## src/rtl/uart_rx_ctrl.sv

```systemverilog
// UART receive controller: oversampled bit timing, 3-sample majority voting,
// runtime data length / parity / stop-bit selection, registered status pulses.
module uart_rx_ctrl #(
   parameter int DATA_WIDTH = 8,
   parameter int PRESC_W    = 6
) (
   input  logic                  FSM_CLK,
   input  logic                  FSM_RST,
   input  logic                  RX_IN,
   input  logic                  PAR_EN,
   input  logic                  PAR_TYP,
   input  logic                  STOP2,
   input  logic [3:0]            DATA_LEN,
   input  logic [PRESC_W-1:0]    Prescale,
   output logic [DATA_WIDTH-1:0] P_DATA,
   output logic                  data_valid,
   output logic                  par_err,
   output logic                  stp_err,
   output logic                  busy
);

   typedef enum logic [2:0] {IDLE, START, DATA, PARITY, STOP} state_t;

   localparam logic [3:0]         MIN_LEN = 4'd5;
   localparam logic [3:0]         MAX_LEN = 4'(DATA_WIDTH);
   localparam logic [PRESC_W-1:0] ONE     = PRESC_W'(1);

   state_t                state, state_nxt;
   logic [PRESC_W-1:0]    edge_cnt, edge_nxt;
   logic [PRESC_W-1:0]    presc_q, presc_nxt;
   logic [3:0]            bit_cnt, bit_nxt;
   logic [3:0]            len_q, len_nxt;
   logic                  par_en_q, par_en_nxt;
   logic                  par_typ_q, par_typ_nxt;
   logic                  stop2_q, stop2_nxt;
   logic                  stop_idx, stop_idx_nxt;
   logic                  par_flag, par_flag_nxt;
   logic                  stp_flag, stp_flag_nxt;
   logic [2:0]            samp, samp_nxt;
   logic [DATA_WIDTH-1:0] shift_q, shift_nxt;
   logic [DATA_WIDTH-1:0] p_data_nxt;
   logic                  dv_nxt, pe_nxt, se_nxt, busy_nxt;

   logic [3:0]            len_in;
   logic [PRESC_W-1:0]    half;
   logic                  bit_end;
   logic                  third;
   logic                  maj;

   assign len_in  = (DATA_LEN < MIN_LEN || DATA_LEN > MAX_LEN) ? MAX_LEN : DATA_LEN;
   assign half    = presc_q >> 1;
   assign bit_end = (edge_cnt == presc_q - ONE);

   // With Prescale=4 the third sample falls on the bit-end clock, so vote on the live input.
   assign third = (edge_cnt == half + ONE) ? RX_IN : samp[2];
   assign maj   = (samp[0] & samp[1]) | (samp[0] & third) | (samp[1] & third);

   // NOTE: every signal driven here gets a default first, so no path leaves it unassigned and no latch is inferred.
   always_comb begin
      state_nxt    = state;
      edge_nxt     = edge_cnt;
      presc_nxt    = presc_q;
      bit_nxt      = bit_cnt;
      len_nxt      = len_q;
      par_en_nxt   = par_en_q;
      par_typ_nxt  = par_typ_q;
      stop2_nxt    = stop2_q;
      stop_idx_nxt = stop_idx;
      par_flag_nxt = par_flag;
      stp_flag_nxt = stp_flag;
      samp_nxt     = samp;
      shift_nxt    = shift_q;
      p_data_nxt   = P_DATA;
      dv_nxt       = 1'b0;
      pe_nxt       = 1'b0;
      se_nxt       = 1'b0;

      if (state != IDLE) begin
         edge_nxt = bit_end ? '0 : edge_cnt + ONE;
         if (edge_cnt == half - ONE) samp_nxt[0] = RX_IN;
         if (edge_cnt == half)       samp_nxt[1] = RX_IN;
         if (edge_cnt == half + ONE) samp_nxt[2] = RX_IN;
      end

      case (state)
         IDLE: begin
            if (!RX_IN) begin
               state_nxt    = START;
               edge_nxt     = '0;
               bit_nxt      = '0;
               shift_nxt    = '0;
               stop_idx_nxt = 1'b0;
               par_flag_nxt = 1'b0;
               stp_flag_nxt = 1'b0;
               presc_nxt    = Prescale;
               len_nxt      = len_in;
               par_en_nxt   = PAR_EN;
               par_typ_nxt  = PAR_TYP;
               stop2_nxt    = STOP2;
            end
         end
         START: begin
            if (bit_end) state_nxt = maj ? IDLE : DATA;
         end
         DATA: begin
            if (bit_end) begin
               shift_nxt = shift_q | (DATA_WIDTH'(maj) << bit_cnt);
               if (bit_cnt == len_q - 4'd1) state_nxt = par_en_q ? PARITY : STOP;
               else                         bit_nxt   = bit_cnt + 4'd1;
            end
         end
         PARITY: begin
            if (bit_end) begin
               if (maj != (^shift_q ^ par_typ_q)) par_flag_nxt = 1'b1;
               state_nxt = STOP;
            end
         end
         STOP: begin
            if (bit_end) begin
               stp_flag_nxt = stp_flag | ~maj;
               if (stop2_q && !stop_idx) begin
                  stop_idx_nxt = 1'b1;
               end else begin
                  state_nxt = IDLE;
                  if (par_flag || stp_flag_nxt) begin
                     pe_nxt = par_flag;
                     se_nxt = stp_flag_nxt;
                  end else begin
                     dv_nxt     = 1'b1;
                     p_data_nxt = shift_q;
                  end
               end
            end
         end
         default: state_nxt = IDLE;
      endcase

      busy_nxt = (state_nxt != IDLE);
   end

   // NOTE: state registers use non-blocking assignments so each one samples pre-edge values regardless of statement order.
   always_ff @(posedge FSM_CLK or negedge FSM_RST) begin
      if (!FSM_RST) begin
         state      <= IDLE;
         edge_cnt   <= '0;
         presc_q    <= '0;
         bit_cnt    <= '0;
         len_q      <= '0;
         par_en_q   <= 1'b0;
         par_typ_q  <= 1'b0;
         stop2_q    <= 1'b0;
         stop_idx   <= 1'b0;
         par_flag   <= 1'b0;
         stp_flag   <= 1'b0;
         samp       <= '0;
         shift_q    <= '0;
         P_DATA     <= '0;
         data_valid <= 1'b0;
         par_err    <= 1'b0;
         stp_err    <= 1'b0;
         busy       <= 1'b0;
      end else begin
         state      <= state_nxt;
         edge_cnt   <= edge_nxt;
         presc_q    <= presc_nxt;
         bit_cnt    <= bit_nxt;
         len_q      <= len_nxt;
         par_en_q   <= par_en_nxt;
         par_typ_q  <= par_typ_nxt;
         stop2_q    <= stop2_nxt;
         stop_idx   <= stop_idx_nxt;
         par_flag   <= par_flag_nxt;
         stp_flag   <= stp_flag_nxt;
         samp       <= samp_nxt;
         shift_q    <= shift_nxt;
         P_DATA     <= p_data_nxt;
         data_valid <= dv_nxt;
         par_err    <= pe_nxt;
         stp_err    <= se_nxt;
         busy       <= busy_nxt;
      end
   end

endmodule

```

## config.mk

```make
export PLATFORM = sky130hd
export DESIGN_NAME = uart_rx_ctrl
export DESIGN_NICKNAME = d
export VERILOG_FILES = /design/src/rtl/uart_rx_ctrl.sv
export SDC_FILE = /design/constraint.sdc
export NUM_CORES = 1
export LEC_CHECK = 0
export CELL_PAD_IN_SITES_DETAIL_PLACEMENT = 0
export CELL_PAD_IN_SITES_GLOBAL_PLACEMENT = 1
export CORE_ASPECT_RATIO = 0.8
export CORE_MARGIN = 10
export CORE_UTILIZATION = 45
export DETAILED_ROUTE_END_ITERATION = 8
export GPL_TIMING_DRIVEN = 0
export HOLD_SLACK_MARGIN = 0.03
export PLACE_DENSITY = 0.92
export SYNTH_ARGS = -nofsm -noshare
export SYNTH_HDL_FRONTEND = slang
export SYNTH_SLANG_ARGS = --single-unit
```

## constraint.sdc

```tcl
create_clock -name FSM_CLK -period 4.1 [get_ports FSM_CLK]
set_input_delay 1.23 -clock FSM_CLK [delete_from_list [all_inputs] [get_ports FSM_CLK]]
set_output_delay 1.23 -clock FSM_CLK [all_outputs]
set_load 0.005 [all_outputs]
```

== Word-level counts from Yosys, hierarchy flattened ==
Cells that the tools add are included.

* Reduce and logical (&&, ||, !) cells: 20
* Bitwise logic cells: 12
* $mul: 0
* Shift-type cells: 1
* Multiplexer cells: 44
* Divide/modulo/power cells: 0
* Order comparisons: 2
* $add $sub $neg: 6
* Equal/unequal tests: 17

{| class="wikitable"
|+ Operator list
! cell !! number
|-
| 3-bit two-way mux || 8
|-
| 6-bit two-way mux || 4
|-
| 1-bit two-way mux || 19
|-
| 6-bit equality test || 3
|-
| 4-bit two-way mux || 4
|-
| 8-bit two-way mux || 2
|-
| 8-bit case mux with 2 select lines || 1
|-
| 4-bit AND reduction || 4
|-
| 3-bit case mux with 5 select lines || 1
|-
| 2-bit != test, second input constant || 7
|-
| 8-bit bitwise OR || 1
|-
| 4-bit case mux with 2 select lines || 1
|-
| 8-bit parity || 1
|-
| 1-bit by 4-bit << shifter with 8-bit output || 1
|-
| 5-bit by 1-bit adder with 6-bit output, second input constant || 1
|-
| 6-bit by 1-bit adder with 6-bit output, second input constant || 1
|-
| 3-bit by 2-bit equality test with 1-bit output, second input constant || 2
|-
| 6-bit by 5-bit equality test with 1-bit output || 1
|-
| 1-bit case mux with 2 select lines || 3
|-
| 2-bit AND reduction || 3
|-
| 3-bit AND reduction || 2
|-
| 2-bit nonzero test || 3
|-
| 3-bit nonzero test || 2
|-
| 5-bit by 1-bit subtractor with 6-bit output, second input constant || 1
|-
| 18 further kinds || 26
|}

* Memories kept: 0
* Memory bits (writable): 0
* Memory bits (read-only): 0
* Output and inout port bits: 12
* Input port bits: 16
* Register bits: 52
* Bits in latches: 0
* Logic and storage cells: 122

== Longest topological paths before layout ==
* Depth in word-level cells: 13
* Gate-level depth with buffers: 10
* Depth with buffers taken out: 8

== Least setup slack after synthesis ==
No wires, ideal clock.

* Path type: register to register
* Start point: register presc_q[2]
* End point: register P_DATA[0]
* Required time: 3.975 ns
* Cell stages (with the launch flop): 10
* Buffers on the path: 1
* Period minus slack after synthesis: 3.036 ns
* Setup slack: 1.064 ns
* Arrival time: 2.912 ns
* Library setup time: 0.125 ns
* Path through: dfrtp_1 buf_2 inv_1 ha_1 nor3b_2 nand3_1 a2111oi_2 nand4_1 a2111oi_4 mux2_2

* Longest elaborated chain between the ends: 11
* Elaborated cells on any way between the ends: 14
* Those cells by class: 2 x add/sub; 2 x eq/ne; 1 x mux; 7 x bitwise; 2 x reduce/logical

{| class="wikitable"
|+ Ends and longest elaborated chain
! item !! line !! source
|-
| start, declared || 30 || <nowiki>logic [PRESC_W-1:0] presc_q, presc_nxt;</nowiki>
|-
| start signal, assigned || 165 || <nowiki>presc_q <= presc_nxt;</nowiki>
|-
| 5-bit by 1-bit adder with 6-bit output || 55 || <nowiki>assign third = (edge_cnt == half + ONE) ? RX_IN : samp[2];</nowiki>
|-
| 6-bit equality test || 55 ||
|-
| 1-bit two-way mux || - ||
|-
| 1-bit bitwise AND || 56 || <nowiki>assign maj = (samp[0] & samp[1]) | (samp[0] & third) | (samp[1] & third);</nowiki>
|-
| 1-bit bitwise OR (2 in series) || 56 ||
|-
| 1-bit NOT || 120 || <nowiki>stp_flag_nxt = stp_flag | ~maj;</nowiki>
|-
| 1-bit bitwise OR || 120 ||
|-
| 1-bit logical OR || 125 || <nowiki>if (par_flag || stp_flag_nxt) begin</nowiki>
|-
| 1-bit NOT (no line) || - ||
|-
| 4-bit AND reduction (no line) (*) || - ||
|-
| end signal, assigned || 176 || <nowiki>P_DATA <= p_data_nxt;</nowiki>
|-
| end, declared || 15 || <nowiki>output logic [DATA_WIDTH-1:0] P_DATA,</nowiki>
|}

Every way passes the cells marked *; elsewhere a longest branch is shown, timed or not.
A chain may end at the register's enable or synchronous reset.

== Worst setup path after layout ==
* Start point: register presc_q[2]
* End point: register P_DATA[1]

Same word-level chain as after synthesis.

==> results by group <==
Run
  • Max_cap viols: 0

Power
  • Worst IR Drop VDD: 0.000280 V
  • Power per Cell Area: ~650 mW/mm^2
  • Int Pwr: between 1 and 1.5 mW
  • Combinational power share: 0.522
  • Net Sw Frac: 0.435
  • Sw Pwr: 0.974 mW
  • Clock share of power: 0.131
  • Sequential share of power: 0.347
  • LEAKAGE: ~1.5 nW

Finish
  • Final Util: 0.539
  • Antenna cells: 0
  • Layout area overhead: 16.2%
  • Nets@finish: between 300 and 400
  • Layout cells sized above 1: 0.121
  • Finished Cell Area: 0.00344 sq mm
  • Fillers: around 600

Logic synthesis
  • Unique cell type count in the Yosys netlist: 49
  • Cell taking the most area after synthesis: dfrtp_1
  • Sequential area share after synthesis: 0.440
  • Synth warn: 0
  • #FFs+latches synth: 52
  • Share of synthesized area spent on multiplexers: 0.0520
  • Syn_nets: 326
  • Adder-cell share of the synthesized area: 0.0296
  • Synth top area share: 0.440
  • Synth Area per Inst: 9.76 sq um
  • XOR/XNOR share of the synthesized area: 0.0977
  • Synth Area in Compound Gates: 0.115
  • Synth Cell Area: about 0.0030 sq mm
  • Simple-Gate Fraction of Synth Area: 0.220
  • Synth top area cells: dfrtp_1 (44%), xnor2_1 (5.6%), nand2_1 (4.9%)
  • Syn Inst Count: between 300 and 400
  • Largest family of logic cells by synthesized area: simple AND/OR/NAND/NOR gates

STA
  • Setup ws final: 0.463 ns
  • Fmax: between 0.2 and 0.3 GHz
  • Period minus WS final: about 3.6 ns
  • Final Hold Fails: 0
  • Setup TNS: 0 ns
  • Worst-Margin Slew: about 1.1 ns
  • Tcrit/Tclk final: 0.887
  • Max Slew Vio Count: 0
  • Max-slew headroom: 0.279
  • RSZ-0062 raised after global routing: false
  • Worst Skew: 0.00911 ns
  • Setup Viol. Count Final: 0

Placed design
  • PortBufs: 27
  • Detailed Place HPWL: between 4000 and 5000 um
  • Final GP Congestion: approximately 0.88
  • Area after DPL: ~0.0033 sq mm
  • Dpl ws: ~0.38 ns

CTS
  • CTS Hold Bufs: 0
  • Clock buffer depth: 2
  • CTS root buf: clkbuf_8
  • Post-CTS Setup Bufs: 0
  • Depth of the CTS H-tree: 2
  • Clk_lat worst skew: roughly 0.3 ns
  • TritonCTS Sinks: 52
  • Worst-path clk slew: about 0.10 ns
  • Num CTS Buffers: 5
  • CTS tree: yes
  • Post_cts resized: 0

Floorplanning
  • Rows: 26
  • Die Span Y: 92.5 um
  • IO Pins: 28
  • Core area: 0.00638 sq mm
  • Die X: between 100 and 150 um
  • Full die area: 0.0102 sq mm
  • Initial Util: 0.464

Global routing
  • Number of global-route vias before repair: 2,289
  • First-pass GRT wire length: about 11,000 um
  • Initial antenna violation count: 0
  • GRT overflow: 0
  • Largest net degree at the start of global routing: 30
  • GRT Util Overall: 0.125

Worst setup path
  • Crit Reg-Reg Startpoint: presc_q[2]
  • Slowest CP cell: a2111oi_2
  • Critical-path cell list: buf_2 > inv_1 > ha_1 > nor3b_2 > nand3_1 > a2111oi_2 > nand4_1 > a2111oi_4 > mux2_2
  • Critical path endpoint category: flip-flop
  • R2R Setup Slk: 0.46 ns
  • Worst reg2reg path depth: 9
  • CP Class: flip-flop to flip-flop
  • Largest stage delay, worst path: between 0.7 and 0.8 ns
  • Worst EP arrival: around 3.8 ns
  • Crit start category: flip-flop
  • WP data required: roughly 4.3 ns
  • Worst R2R End: P_DATA[1]
  • Largest fanout on the critical path: 9

Drt
  • WL/cell: about 15 um
  • Drc violations: 0
  • Drt total wl: between 6000 and 7000 um
  • Drt pass-1 iters: 5
  • Via Count: approximately 2,300
  • Starting DRC count in detailed routing: 164
  • Vias per cell: between 5 and 6
  • Antenna-violating nets left: 0

Hold path
  • Worst Hold Endpoint: par_typ_q
  • Min-delay src: par_typ_q
  • Hold path depth: 2
  • Hold Crit Class: flip-flop to flip-flop

Outcome
  • Status: completed
-- worst max path at each step --
stage | start | to | slack, ns | cells after the start
3_3_place_gp | FSM_RST | P_DATA[6] | 0.26 | 1
5_1_grt | presc_q[2] | P_DATA[1] | 0.19 | 9
4_1_cts | presc_q[2] | P_DATA[1] | 0.44 | 9
6_report | presc_q[2] | P_DATA[1] | 0.46 | 9
3_5_place_dp | RX_IN | P_DATA[1] | 0.38 | 6
2_1_floorplan | presc_q[2] | P_DATA[0] | 1.06 | 9
-- logic make-up (layout without fill, tap and decap cells) --
group                      count (synthesis)  in the layout
DFF                                       52             52
xor gates and xnor gates                  33             33
adders and majority gates                  7              7
muxes                                     14             14
buffers and inverters                     26             62
AOI/OAI and AO/OA                         49             49
and+or+nand+nor                          122            122
-- worst max-delay path, delay by kind of cell, from the launching register on --
| kind | cells | cell delay (ns) |
|---|---|---|
| buf+inv | 2 | 0.29 |
| simple gates | 3 | 0.76 |
| compound gates | 2 | 1.43 |
| flops | 1 | 0.39 |
| mux | 1 | 0.41 |
| fa+ha+maj | 1 | 0.24 |
-- synth_stat cells (all sizes together) --
| master | count |
|---|---|
| and4b | 1 |
| or2 | 2 |
| dfrtp | 52 |
| a22o | 8 |
| xor2 | 14 |
| a211o | 2 |
| and3b | 4 |
| o21a | 1 |
| mux2 | 11 |
| a21o | 3 |
| and2 | 4 |
| nor3 | 5 |
| inv | 8 |
| nand2b | 4 |
| nand4b | 1 |
| nor4b | 2 |
| clkbuf | 11 |
| nand3 | 8 |
| a31oi | 5 |
| a21oi | 8 |
| nand4 | 9 |
| nand2 | 39 |
| nor2 | 19 |
| a2111oi | 3 |
| nor4 | 2 |
| o21ai | 17 |
| mux2i | 3 |
| a211oi | 1 |
| or3 | 5 |
| nor3b | 6 |
| buf | 7 |
| o22ai | 1 |
| or4 | 1 |
| nor2b | 5 |
| ha | 7 |
| and3 | 5 |
| xnor2 | 19 |
-- power groups by stage --
| stage | Combinational (mW) | Sequential (mW) | Clock, mW |
|---|---|---|---|
| global route | 1.32 | 0.795 | 0.320 |
| detailed placement | 1.16 | 0.785 | 0 |
| global placement | 1.12 | 0.777 | 0 |
| finish | 1.17 | 0.776 | 0.293 |
| CTS | 1.16 | 0.775 | 0.299 |
| floorplan | 0.914 | 0.749 | 0 |
-- layout by cell type (no fill, tap or decap), types with 3 or more instances in the layout --
master,netlist,layout
clkbuf_8,0,5
clkdlybuf4s50_1,0,26
xnor2_1,19,19
buf_6,4,4
xor2_1,14,14
nor2b_1,5,5
o21ai_0,16,16
clkbuf_1,11,12
mux2_2,11,11
nand3_1,8,8
dfrtp_1,52,52
buf_2,2,3
ha_1,7,7
a31oi_1,5,5
a21oi_1,8,8
nand4_1,9,9
nor3_1,5,5
or3_1,4,4
nand2b_1,4,4
a22o_1,8,8
nor2_1,19,19
nor3b_1,5,5
mux2i_1,3,3
inv_1,8,8
nand2_1,39,39
and3_1,3,3
-- stage by stage --
step	power, mW	instances	hold slack [ns]
after detailed placement	1.94	415	0.488
after global placement	1.90	414	0.488
after global routing	2.43	423	0.523
after floorplan	1.66	303	0.460
after CTS	2.24	423	0.511
final	2.24	423	0.507
-- sequential cells by signal, summed over array words and instances (netlist names), 3 cells and up --
name	cells
P_DATA	8
state	3
samp	3
shift_q	8
len_q	4
bit_cnt	4
edge_cnt	6
presc_q	6
-- per-layer routing --
layer,GRT usage,up-vias,part of all wire,routed length (um)
li1,-,1123,-,-
met1,0.170,1111,0.52,3320
met2,0.202,56,0.42,2710
met3,0.0251,4,0.046,293
met4,0.0260,0,0.0074,47
met5,0,-,0,0
-- layout make-up --
type                    instances  area (sq um)  area share
well taps                      84           105      0.0306
plain buffers                  18           104      0.0302
clock buffers                   6          72.6      0.0211
multi-input cells             225          1520       0.443
clock inverters                 2          16.3     0.00473
flip-flops and latches         52          1300       0.379
repair buffers                 28           285      0.0830
inverters                       8          30.0     0.00874
Note: power is estimated with default switching activity, not from simulation.
==> patch 1 (same flow settings) <==
Encoding of `state_t`: now one-hot (5 bits for 5 states).
--- a/src/rtl/uart_rx_ctrl.sv
+++ b/src/rtl/uart_rx_ctrl.sv
@@ -19,7 +19,7 @@
    output logic                  busy
 );
 
-   typedef enum logic [2:0] {IDLE, START, DATA, PARITY, STOP} state_t;
+   typedef enum logic [4:0] {IDLE = 5'b00001, START = 5'b00010, DATA = 5'b00100, PARITY = 5'b01000, STOP = 5'b10000} state_t;
 
    localparam logic [3:0]         MIN_LEN = 4'd5;
    localparam logic [3:0]         MAX_LEN = 4'(DATA_WIDTH);
Check against the original RTL: no difference found for any inputs over 10 cycles, from zero or initial values and one cycle with FSM_RST low; not proved beyond that.
==> patch 1 against the unedited design <==
Worst setup slack improved by 0.53 ns; wire length increased by 9.7%; total power is 4.0% lower; sequential power decreased by 5.8%; highest routed layer unchanged; maximum frequency increased by 17%; sequential cell count grew 2; synthesized area is 5.0% higher; largest power group unchanged; global-route usage rose by 0.69 points; final area is 5.6% higher.
==> patch 1: results (changes against the unedited design) <==
ir_drop_v: 0.000281  # was 0.000280 V
met1_usage_pct: 18.6  # was 17.0%
wl_per_cell_um: 15.7  # was 15.1 um
synthTopCellsByCount: "dfrtp_1 (53), nand2_1 (50), xnor2_1 (22), nor2_1 (20), o21ai_0 (18)"  # was dfrtp_1 (52), nand2_1 (39), nor2_1 (19), xnor2_1 (19), o21ai_0 (16)
synth-seq-area-share_pct: 43.6  # was 44.0%
clk_latency_ns: 0.32  # was 0.30 ns
grt_pass1_vias: 2366  # was 2289
synth.distinct_cells: 52  # was 49
grt_pass1_wl_um: 11800  # was 11100 um
worstPathMaxFanout: 8  # was 9
n_fill_cell: 577  # was 601
syn_inst: 326  # was 303
post-place-ws_ns: 0.884  # was 0.383 ns
leakage_nw: 1.58  # was 1.52 nW
met3_length_um: 347  # was 293 um
cts_setup_buffers: 0  # unchanged
firstDrtPassIters: 4  # was 5
nets: 383  # was 361
wl_met2_um: 3120  # was 2710 um
use_met2_pct: 20.4  # was 20.2%
globalplace.congestion: 0.807  # was 0.880
drt-met1-wl_um: 3450  # was 3320 um
slowest_stage: "a2111oi_4"  # was a2111oi_2
drive_gt1_share_pct: 9.97  # was 12.1%
grt_usage_pct: 13.2  # was 12.5%
tightest_slew_ns: 0.671  # was 1.08 ns
met3_usage_pct: 2.04  # was 2.51%
placed_area_um2: 3490  # was 3350 um2
power_frac_comb_pct: 45.3  # was 52.2%
switching_share_pct: 40.0  # was 43.5%
placed_cells: 437  # was 415
routed_wl_um: 6990  # was 6370 um
dp_hpwl_um: 5160  # was 4790 um
p_int_mw: 1.29  # was 1.26 mW
initialDrtViolationCount: 142  # was 164
cp_slowest_stage_delay_ns: 0.69  # was 0.73 ns
skew_ns: 0.00640  # was 0.00911 ns
syn-num-nets: 349  # was 326
antenna_found_initial: 0  # unchanged
num_vias: 2472  # was 2294
io_buffers: 26  # was 27
clk-power_uw: 444  # was 293 uW
grt_max_degree: 30  # unchanged
status: "finished clean"  # unchanged
synth_area_leaders: "dfrtp_1 (43%), xnor2_1 (6.2%), nand2_1 (6.0%)"  # was dfrtp_1 (44%), xnor2_1 (5.6%), nand2_1 (4.9%)
[patch 1: cell count changes after synthesis, sizes merged, moves of 3 or more]
| cell | unedited run | this run |
|---|---|---|
| o41ai | 0 | 4 |
| nor3 | 5 | 9 |
| nand3 | 8 | 13 |
| nand3b | 0 | 3 |
| nor3b | 6 | 1 |
| nand4 | 9 | 6 |
| a21oi | 8 | 5 |
| xnor2 | 19 | 22 |
| nand2 | 39 | 50 |
| a22o | 8 | 2 |
[patch 1: final cells by class]
type	count	area, um2	share of cell area, %
multi-input combinational	249	1650	45.5
clock inverter	2	60.1	1.66
clock buffer	6	82.6	2.28
buffer	17	78.8	2.17
tap	84	105	2.90
timing repair buffer	27	275	7.59
sequential	54	1350	37.3
inverter	6	22.5	0.621
[patch 1: cells by family (layout without fill, tap and decap cells)]
logic type	count (synthesis)	count (layout)	share of synthesized area, %
and+or+nand+nor	138	138	22.9
muxes	12	12	4.31
DFF	54	54	43.6
xor gates and xnor gates	37	37	10.4
buffers and inverters	23	58	3.26
adders and majority gates	9	9	3.46
AOI/OAI and AO/OA	53	53	12.1
[patch 1: path summary, 6_finish.rpt]
path / from / to / slack (ns) / cells past startpoint
max in group asynchronous: FSM_RST / state[0]$_DFF_PN1_ / 2.54 / 2
setup reg to reg: presc_q[1]$_DFFE_PN0P_ / P_DATA[5]$_DFFE_PN0P_ / 1.0 / 8
hold / removal: P_DATA[0]$_DFFE_PN0P_ / P_DATA[0]$_DFFE_PN0P_ / 0.49 / 1
min in group asynchronous: FSM_RST / presc_q[2]$_DFFE_PN0P_ / 0.91 / 1
setup / recovery: presc_q[1]$_DFFE_PN0P_ / P_DATA[5]$_DFFE_PN0P_ / 1.0 / 8
hold reg to reg: P_DATA[0]$_DFFE_PN0P_ / P_DATA[0]$_DFFE_PN0P_ / 0.49 / 1
==> patch 2 (config.mk and constraints unchanged) <==
Without the edit above. Change the parameter `DATA_WIDTH` from 8 to 12.
--- a/src/rtl/uart_rx_ctrl.sv
+++ b/src/rtl/uart_rx_ctrl.sv
@@ -1,7 +1,7 @@
 // UART receive controller: oversampled bit timing, 3-sample majority voting,
 // runtime data length / parity / stop-bit selection, registered status pulses.
 module uart_rx_ctrl #(
-   parameter int DATA_WIDTH = 8,
+   parameter int DATA_WIDTH = 12,
    parameter int PRESC_W    = 6
 ) (
    input  logic                  FSM_CLK,
Ports: changed (resized P_DATA); port bits go from 28 to 32. The function was not compared with the original's and may differ.
==> patch 2 against the unedited design <==
Worst setup slack improved by 0.32 ns; maximum frequency rose by 9.7%; total power rose by 7.4%; sequential power rose by 6.4%; sequential cell count rose by 8; via count rose by 4.8%; final area rose by 13%; core utilization rose by 1.8 points; synthesized cell count rose by 6.9%; synthesized area rose by 12%; wire length rose by 9.7%; non-clock buffer count rose by 6; combinational power fell by 7%.
==> patch 2: results (changes against the unedited design) <==
grt_usage_pct: 13.7  # was 12.5%
sh_seq_area_pct: 38.5  # was 37.9%
top_regs: "P_DATA x12, shift_q x12"  # was P_DATA x8, shift_q x8
skew_ns: 0.00546  # was 0.00911 ns
multi_input_area_share_pct: 42.7  # was 44.3%
firstDrtPassIters: 4  # was 5
clk_latency_ns: 0.34  # was 0.30 ns
grt_pass1_wl_um: 12100  # was 11100 um
synth-seq-area-share_pct: 45.5  # was 44.0%
globalplace.congestion: 0.827  # was 0.880
io_buffers: 30  # was 27
grt_max_degree: 42  # was 30
clk_pin_slew_ns: 0.06  # was 0.10 ns
n_all_buffers: 52  # was 46
placed_cells: 442  # was 415
inverters: 10  # was 8
dp_hpwl_um: 5260  # was 4790 um
ir_drop_v: 0.000277  # was 0.000280 V
cp_slowest_stage_delay_ns: 0.51  # was 0.73 ns
grt_pass1_vias: 2467  # was 2289
num_vias: 2405  # was 2294
drive_gt1_share_pct: 11.9  # was 12.1%
n_fill_cell: 626  # was 601
avgSynthCellArea_um2: 10.2  # was 9.76 um2
worst-r2r-cell-count: 11  # was 9
synth_area_leaders: "dfrtp_1 (46%), xnor2_1 (7.2%), nand2_1 (4.8%)"  # was dfrtp_1 (44%), xnor2_1 (5.6%), nand2_1 (4.9%)
syn_to_final_growth_pct: 18.1  # was 16.2%
slowest_stage: "a2111oi_4"  # was a2111oi_2
nonClkBufAreaFrac_pct: 10.6  # was 11.3%
routed_wl_um: 6990  # was 6370 um
clk-power_uw: 487  # was 293 uW
clkCellAreaFrac_pct: 4.40  # was 2.58%
synthTopCellsByCount: "dfrtp_1 (60), nand2_1 (42), xnor2_1 (27), xor2_1 (16)"  # was dfrtp_1 (52), nand2_1 (39), nor2_1 (19), xnor2_1 (19), o21ai_0 (16)
htreeDepth: 3  # was 2
die_area_um2: 11200  # was 10200 um2
instances_no_fill: 456  # was 423
worstPathMaxFanout: 10  # was 9
worst_slew_margin_rel_pct: 35.6  # was 27.9%
cts_buffer_depth: 2  # unchanged
numCtsBuffers: 9  # was 5
switching_power_uw: 958  # was 974 uW
status: "finished clean"  # unchanged
pg_seq_uw: 826  # was 776 uW
leakage_nw: 1.67  # was 1.52 nW
nMultiInputCombCells: 233  # was 225
nets: 389  # was 361
syn-num-nets: 347  # was 326
==> patch 2: changes by cell type after synthesis, moves of 4 or more <==
| cell | before | now |
|---|---|---|
| a21oi_1 | 8 | 4 |
| a22o_1 | 8 | 0 |
| dfrtp_1 | 52 | 60 |
| mux2_2 | 11 | 6 |
| mux2_4 | 0 | 9 |
| nand4_1 | 9 | 5 |
| nor2_1 | 19 | 15 |
| nor4_1 | 2 | 13 |
| o21a_1 | 1 | 15 |
| xnor2_1 | 19 | 27 |
==> patch 2: path summary, 6_finish.rpt <==
| check | from | to | slack [ns] |
|---|---|---|---|
| max | presc_q[2]$_DFFE_PN0P_ | P_DATA[9]$_DFFE_PN0P_ | 0.78 |
| min | stop2_q$_DFFE_PN0P_ | stop2_q$_DFFE_PN0P_ | 0.51 |
| max reg2reg | presc_q[2]$_DFFE_PN0P_ | P_DATA[9]$_DFFE_PN0P_ | 0.78 |
| min reg2reg | stop2_q$_DFFE_PN0P_ | stop2_q$_DFFE_PN0P_ | 0.51 |
| max in group asynchronous | FSM_RST | samp[2]$_DFFE_PN0N_ | 2.68 |
| min in group asynchronous | FSM_RST | shift_q[6]$_DFFE_PN0P_ | 0.84 |
==> patch 2: metal layers <==
layer | GRT usage [%] | share of wire (%) | vias to the layer above
met1 | 18.4 | 50 | 1145
met3 | 5.18 | 5.2 | 11
met5 | 0 | 0 | -
li1 | - | - | 1198
met4 | 4.99 | 1.5 | 0
met2 | 19.9 | 44 | 51
==> patch 2: cell families after synthesis <==
kind of cell	synth area share, %
and+or+nand+nor	18.9
DFF	45.5
AOI/OAI and AO/OA	9.75
xor gates and xnor gates	12.4
buffers and inverters	4.06
muxes	6.75
adders and majority gates	2.65
